File: src/rtl/cdc_afifo_pkg.sv
// cdc_afifo_pkg: shared types and constants for the async FIFO read-side stream adapter
package cdc_afifo_pkg;
  localparam int unsigned fifo_dbits = 32;
  localparam int unsigned level_bits = 2;
  // Beat register is kept wide enough for any pkt_len up to 256; o_beat exposes the low cbits.
  localparam int unsigned beat_bits = 8;
  typedef struct packed {
    logic [1:0][fifo_dbits-1:0] data;
    logic                       head;
    logic                       tail;
    logic [level_bits-1:0]      cnt;
    logic [beat_bits-1:0]       beat;
  } cdc_afifo_rd_stream_registers;
  localparam cdc_afifo_rd_stream_registers rd_stream_reset = '0;
endpackage

File: src/rtl/cdc_afifo_rd_stream.sv
// cdc_afifo_rd_stream: drains the async FIFO read port into a registered valid/ready packet stream
// i_clk/i_nrst: read-domain clock, synchronous active-low reset
// o_fifo_rd, i_fifo_rdata, i_fifo_rempty: FIFO read port (pop strobe, head word, empty flag)
// o_valid, o_data, o_last, i_ready: output stream, o_last marks beat pkt_len-1
// i_flush: discard buffered words and drain the FIFO while high
// o_level, o_beat: skid buffer occupancy and beat index within the packet
module cdc_afifo_rd_stream
  import cdc_afifo_pkg::*;
#(
  parameter int dbits   = fifo_dbits,
  parameter int pkt_len = 8,
  parameter int cbits   = 3
) (
  input  logic                  i_clk,
  input  logic                  i_nrst,
  output logic                  o_fifo_rd,
  input  logic [dbits-1:0]      i_fifo_rdata,
  input  logic                  i_fifo_rempty,
  output logic                  o_valid,
  output logic [dbits-1:0]      o_data,
  output logic                  o_last,
  input  logic                  i_ready,
  input  logic                  i_flush,
  output logic [level_bits-1:0] o_level,
  output logic [cbits-1:0]      o_beat
);
  localparam logic [beat_bits-1:0] last_beat = beat_bits'(pkt_len - 1);
  cdc_afifo_rd_stream_registers r, n;
  logic pop, acc;
  always_comb begin
    // Pop is gated by reset so nothing is consumed while the FIFO is also held in reset;
    // during flush the FIFO is drained regardless of occupancy and the words are discarded.
    pop = i_nrst & ~i_fifo_rempty & ((r.cnt < 2'd2) | i_flush);
    o_fifo_rd = pop;
    o_valid = (r.cnt != '0) & ~i_flush;
    acc = o_valid & i_ready;
    o_data = r.data[r.head];
    o_last = o_valid & (r.beat == last_beat);
    o_level = r.cnt;
    o_beat = r.beat[cbits-1:0];
    n = r;
    if (i_flush) begin
      n.cnt = '0;
      n.head = 1'b0;
      n.tail = 1'b0;
      n.beat = '0;
    end else begin
      if (pop) begin
        n.data[r.tail] = i_fifo_rdata;
        n.tail = ~r.tail;
      end
      if (acc) begin
        n.head = ~r.head;
        n.beat = (r.beat == last_beat) ? '0 : r.beat + 1'b1;
      end
      n.cnt = r.cnt + {1'b0, pop} - {1'b0, acc};
    end
  end
  always_ff @(posedge i_clk) r <= i_nrst ? n : rd_stream_reset;
endmodule

File: config.mk
export PLATFORM = sky130hd
export DESIGN_NAME = cdc_afifo_rd_stream
export DESIGN_NICKNAME = d
export VERILOG_FILES = /design/src/rtl/cdc_afifo_pkg.sv /design/src/rtl/cdc_afifo_rd_stream.sv
export SDC_FILE = /design/constraint.sdc
export NUM_CORES = 1
export LEC_CHECK = 0
export BUFFER_PORTS_ARGS = -buffer_cell sky130_fd_sc_hd__buf_2
export CORE_ASPECT_RATIO = 0.9
export CORE_MARGIN = 2
export CORE_UTILIZATION = 48
export CTS_BUF_LIST = sky130_fd_sc_hd__clkbuf_8
export DETAILED_ROUTE_END_ITERATION = 12
export PLACE_DENSITY = 0.78
export REMOVE_ABC_BUFFERS = 1
export SETUP_SLACK_MARGIN = 0.02
export SLEW_MARGIN = 30
export SYNTH_ARGS = -nofsm -noshare
export SYNTH_HDL_FRONTEND = slang
export SYNTH_SLANG_ARGS = --single-unit
File: constraint.sdc
create_clock -name i_clk -period 4.9 [get_ports i_clk]
set_input_delay 0.245 -clock i_clk [delete_from_list [all_inputs] [get_ports i_clk]]
set_output_delay 0.245 -clock i_clk [all_outputs]
set_load 0.05 [all_outputs]
* Word-level counts from Yosys, hierarchy flattened *
Index checks and enable logic that the tools add are counted.

word-level totals
  register bits after elaboration = 76
  output and inout bits = 40

cells by class
  $add $sub $neg = 3
  order comparisons = 4
  equal/unequal tests = 1
  multiplexer cells = 6
  bitwise gates (word level) = 11
  reductions and logical operators = 4

operators by type and width
  cell                                                 count
  2-to-1 mux 32 bit                                    3
  bitwise mux 64 bit                                   1
  demux 32 bit (select 1 bit)                          1
  adder 8 x 1 -> 8 bit (second input constant)         1
  == test 8 x 3 -> 1 bit (second input constant)       1
  2-to-1 mux 8 bit                                     1
  AND 1 bit                                            5
  NOT 1 bit                                            5
  < comparator 1 x 2 -> 1 bit (second input constant)  2
  adder 2 x 1 -> 2 bit                                 1
  < comparator 2 bit (second input constant)           1
  AND reduction 2 bit                                  1
  nonzero test 2 bit                                   1
  OR reduction 2 bit                                   1
  subtractor 2 x 1 -> 2 bit                            1
  >= comparator 1 bit (second input constant)          1
  logical AND 1 bit                                    1
  bitwise OR 1 bit                                     1

* Longest topological paths before layout *
  word-level depth = 5
  depth in mapped cells = 10

* Worst setup path after synthesis *
Ideal clock, no wire load.

  path kind = register to register
  from = register r (netlist bit o_level[1])
  to = register r (netlist bit o_level[1])
  library setup time = 0.115 ns
  data arrival time = 2.485 ns
  required time = 4.785 ns
  path slack = 2.301 ns
  stages on the path, launching flop included = 7
  clock period less this slack = 2.599 ns
  cell sequence = dfxtp_1 -> nor2b_1 -> nor3b_1 -> ha_1 -> xor2_1 -> xnor2_1 -> nor2_1

between the ends
  cells in the longest elaborated chain, start to end = 5

RTL lines
  item                       RTL line                   text
  start: declaration         cdc_afifo_rd_stream.sv:28  cdc_afifo_rd_stream_registers r, n;
  start signal: assignment   cdc_afifo_rd_stream.sv:59  always_ff @(posedge i_clk) r <= i_nrst ? n : rd_stream_reset;
  < comparator 2 bit         cdc_afifo_rd_stream.sv:33  pop = i_nrst & ~i_fifo_rempty & ((r.cnt < 2'd2) | i_flush);
  bitwise OR 1 bit           cdc_afifo_rd_stream.sv:33
  AND 1 bit                  cdc_afifo_rd_stream.sv:33
  via o_fifo_rd              cdc_afifo_rd_stream.sv:16  output logic o_fifo_rd,
  adder 2 x 1 -> 2 bit       cdc_afifo_rd_stream.sv:56  n.cnt = r.cnt + {1'b0, pop} - {1'b0, acc};
  subtractor 2 x 1 -> 2 bit  cdc_afifo_rd_stream.sv:56

The timed path passes the listed nets, and every way through them passes these cells.
A chain may end at the register's enable or synchronous reset.

* Worst setup path in the final report *
  from = register r (netlist bit o_level[1])
  to = register r (netlist bit o_level[1])

RTL lines
  item                       RTL line                   text
  nonzero test 2 bit         cdc_afifo_rd_stream.sv:35  o_valid = (r.cnt != '0) & ~i_flush;
  AND 1 bit                  cdc_afifo_rd_stream.sv:35
  AND 1 bit                  cdc_afifo_rd_stream.sv:36  acc = o_valid & i_ready;
  via acc                    cdc_afifo_rd_stream.sv:29  logic pop, acc;
  subtractor 2 x 1 -> 2 bit  cdc_afifo_rd_stream.sv:56

The timed path passes the listed nets, and every way through them passes these cells.

==> results.md <==
* Global-route wire length before repair at 11900 um
* I/O pin count at 77
* Max-capacitance violation count at 0
* Instance area after placement at about 3800 um^2
* Total of buffers placed on input and output ports at between 70 and 80
* Pin slew with the least headroom to its limit at 0.561 ns
* Slew HR at 0.626
* Clock edge transition at the registers on the reported setup and hold paths at 0.08 ns
* Pin count of the biggest net entering global routing at 68
* GR Util All Layers at 0.192
* Initial antenna violation count at 1
* Detailed-route vias per instance at just over 5
* Number of buffers created by CTS at 9
* Status: complete, no violations
* Filler cell count at 620
* Worst clock skew on the final layout at roughly 0.0079 ns
* Routability cong. at 0.818
* Count of vias placed by the detailed router at 2789
* Signal arrival time at the worst endpoint at 2.24 ns
* Number of rows in the core area at 29
* Worst skew pair latency at 0.34 ns
* Setup repair after global routing missed its margin: no
* Final worst path period need at ~2 ns
* Origin of the worst setup path: o_level[1]$_SDFF_PP0_
* H-tree depth at 3
* Data required, critical path at 5.14 ns
* Core region area at 6930 um^2
* Post-synthesis to final-layout area growth at 17.7%
* Share of synthesized area occupied by flip-flops and latches at 0.450
* Synth cell types at 31
* Crit-path cells: o21ba_1 > nand2_1 > inv_1 > ha_1 > inv_1 > ha_1 > xor2_1 > xnor2_1 > nor2_1
* Root buf cell: clkbuf_8
* Reported leakage power at 1.64 nW
* Die extent in x at 92.5 um
* Critical Path Sink Type: flip-flop
* Maximum resistive drop on vdd at 203 uV
* Half-perimeter wire length after placement at 4660 um
* Launch point of the worst reg-to-reg path: o_level[1]$_SDFF_PP0_
* Critical path class: reg2reg
* Power per cell area at ~320 nW/um^2
* Final layout net count at roughly 490
* Count of mapped cells out of synthesis at 389
* Post-route clock period utilization at 0.409
* Remaining global-route overflow at 0
* Detailed-route wire length at around 7300 um
* TritonCTS clock tree: built
* Number of enable-type register cells in the synthesized netlist at 0
* CTS Sinks at 76
* Synthesized area at about 3400 um^2
* Violation count after the first detailed-route iteration at 174
* Setup violation total in the final timing report at 0
* Flop and latch count out of synthesis at between 70 and 80
* Min-delay src: i_fifo_rdata[28]
* Pre-antenna DRT Iters at 4
* Final core utilization at 0.575
* DRC Markers at 0
* Antenna diode count at 0
* Top cells by area in the synthesized netlist: dfxtp_1, nand2_1, a21boi_0
* Maximum clock frequency at around 500 MHz
* Hold-fix buffer count after cts at 0
* Average cell area after synthesis at 8.70 um^2
* Routed wire length per instance at 13.3 um
* Maximum count of clock buffers along a single path at 2
* Share of Yosys cell area claimed by the top area cell type at 0.450
* Resized cells post-CTS at 0
* Slowest cell on the critical path: dfxtp_1
* Prevailing post-synth register cell: dfxtp_1
* Proportion of synthesized flip-flops having asynchronous set or reset at 0
* Count of endpoints failing hold in the final timing report at 0
* Total die area at 7740 um^2
* Initial core utilization at 0.488
* Number of max-slew violations in the final report at 0
* Number of global-route vias before repair at 2639
* HP Class: in2reg
* Fin Setup TNS at 0 ns
* Critical path fanouts, max at 7
* Largest stage delay on the critical path at 0.51 ns
* Final antenna-violating net count at 0
* Vertical die dimension at 83.7 um
* Non-Filler Cell Area, Final at 3980 um^2
* Top cell type by total area after synthesis: dfxtp_1
* Number of warning messages in the yosys log at 0
* Post-CTS Setup Bufs at 0
* Fraction of final layout cells sized beyond drive strength 1 at 0.288
* Startpoint type of the worst setup path: flip-flop
[metal layers]
layer	global-route usage	vias up	wire length, um
met3	0.0623	5	457
li1	-	1393	-
met4	0.0516	0	54
met1	0.236	1325	3310
met2	0.325	66	3490
met5	0	-	0
[registers in the layout, indices dropped and copies added (netlist names)]
signal and count:
o_beat 3, o_level 2, r 71
[through the flow]
stage	power, W	worst slack [ns]	hold slack (ns)	cells
finish	0.00127	2.89	0.138	548
global route	0.00132	2.69	0.141	548
CTS	0.00128	2.81	0.129	548
detailed placement	0.000770	2.70	0.445	533
global placement	0.000768	2.80	0.438	533
floorplan	0.000723	2.05	0.380	359
[final timing paths]
check,depth (start not counted),to,slack [ns]
setup / recovery,9,o_level[1]$_SDFF_PP0_,2.89
hold / removal,3,r[72]$_SDFFE_PN0P_,0.14
setup reg to reg,9,o_level[1]$_SDFF_PP0_,2.89
hold reg to reg,2,r[67]$_SDFFE_PN0P_,0.45
[area by class of cell]
type | count | area [um^2] | share of cell area
clock inverter | 6 | 90.1 | 0.0226
multi-input combinational | 280 | 1700 | 0.427
timing repair buffer | 81 | 420 | 0.106
inverter | 3 | 11.3 | 0.00283
clock buffer | 9 | 124 | 0.0311
tap | 93 | 116 | 0.0292
sequential | 76 | 1520 | 0.382
[cell families after synthesis]
family | share of synthesized area
adder cells (fa/ha/maj) | 0.0111
flip-flops | 0.450
AO/OA/AOI/OAI | 0.152
AND/OR/NAND/NOR | 0.204
buffers and inverters | 0.0506
XOR/XNOR | 0.0233
multiplexers | 0.109
[Yosys cell counts (2+ instances only)]
library cell,instances
ha_1,3
inv_1,3
xor2_1,7
a21boi_1,13
nor2_1,11
clkbuf_1,10
dfxtp_1,76
mux2_2,32
a21oi_1,3
buf_4,9
xnor2_1,2
nor3_1,3
nand4_1,3
and3_1,3
nand3_1,4
a21boi_0,51
nand2_1,131
and2_1,2
buf_2,11
[critical path, delay by kind of cell (launching register included)]
kind	cells	cell delay [ns]
buffers and inverters	2	0.15
DFF	1	0.51
xor gates and xnor gates	2	0.30
AOI/OAI and AO/OA	1	0.33
adders and majority gates	2	0.36
and+or+nand+nor	2	0.24
[where the power goes]
part | switching (W) | internal, W
Combinational | 0.0000790 | 0.0000417
Sequential | 0.00000618 | 0.000628
Clock | 0.000226 | 0.000285
Total | 0.000311 | 0.000955
[cells in the final DEF, fill, tap and decap left out, types with 3 or more instances in the layout]
master	instances
a21boi_0	51
a21boi_1	13
a21oi_1	3
and3_1	3
buf_2	75
buf_4	6
clkbuf_8	9
dfxtp_1	76
ha_1	3
inv_1	3
mux2_2	32
nand2_1	131
nand3_1	4
nand4_1	3
nor2_1	11
nor3_1	3
xor2_1	7
Power figures use the tool's default switching activity.
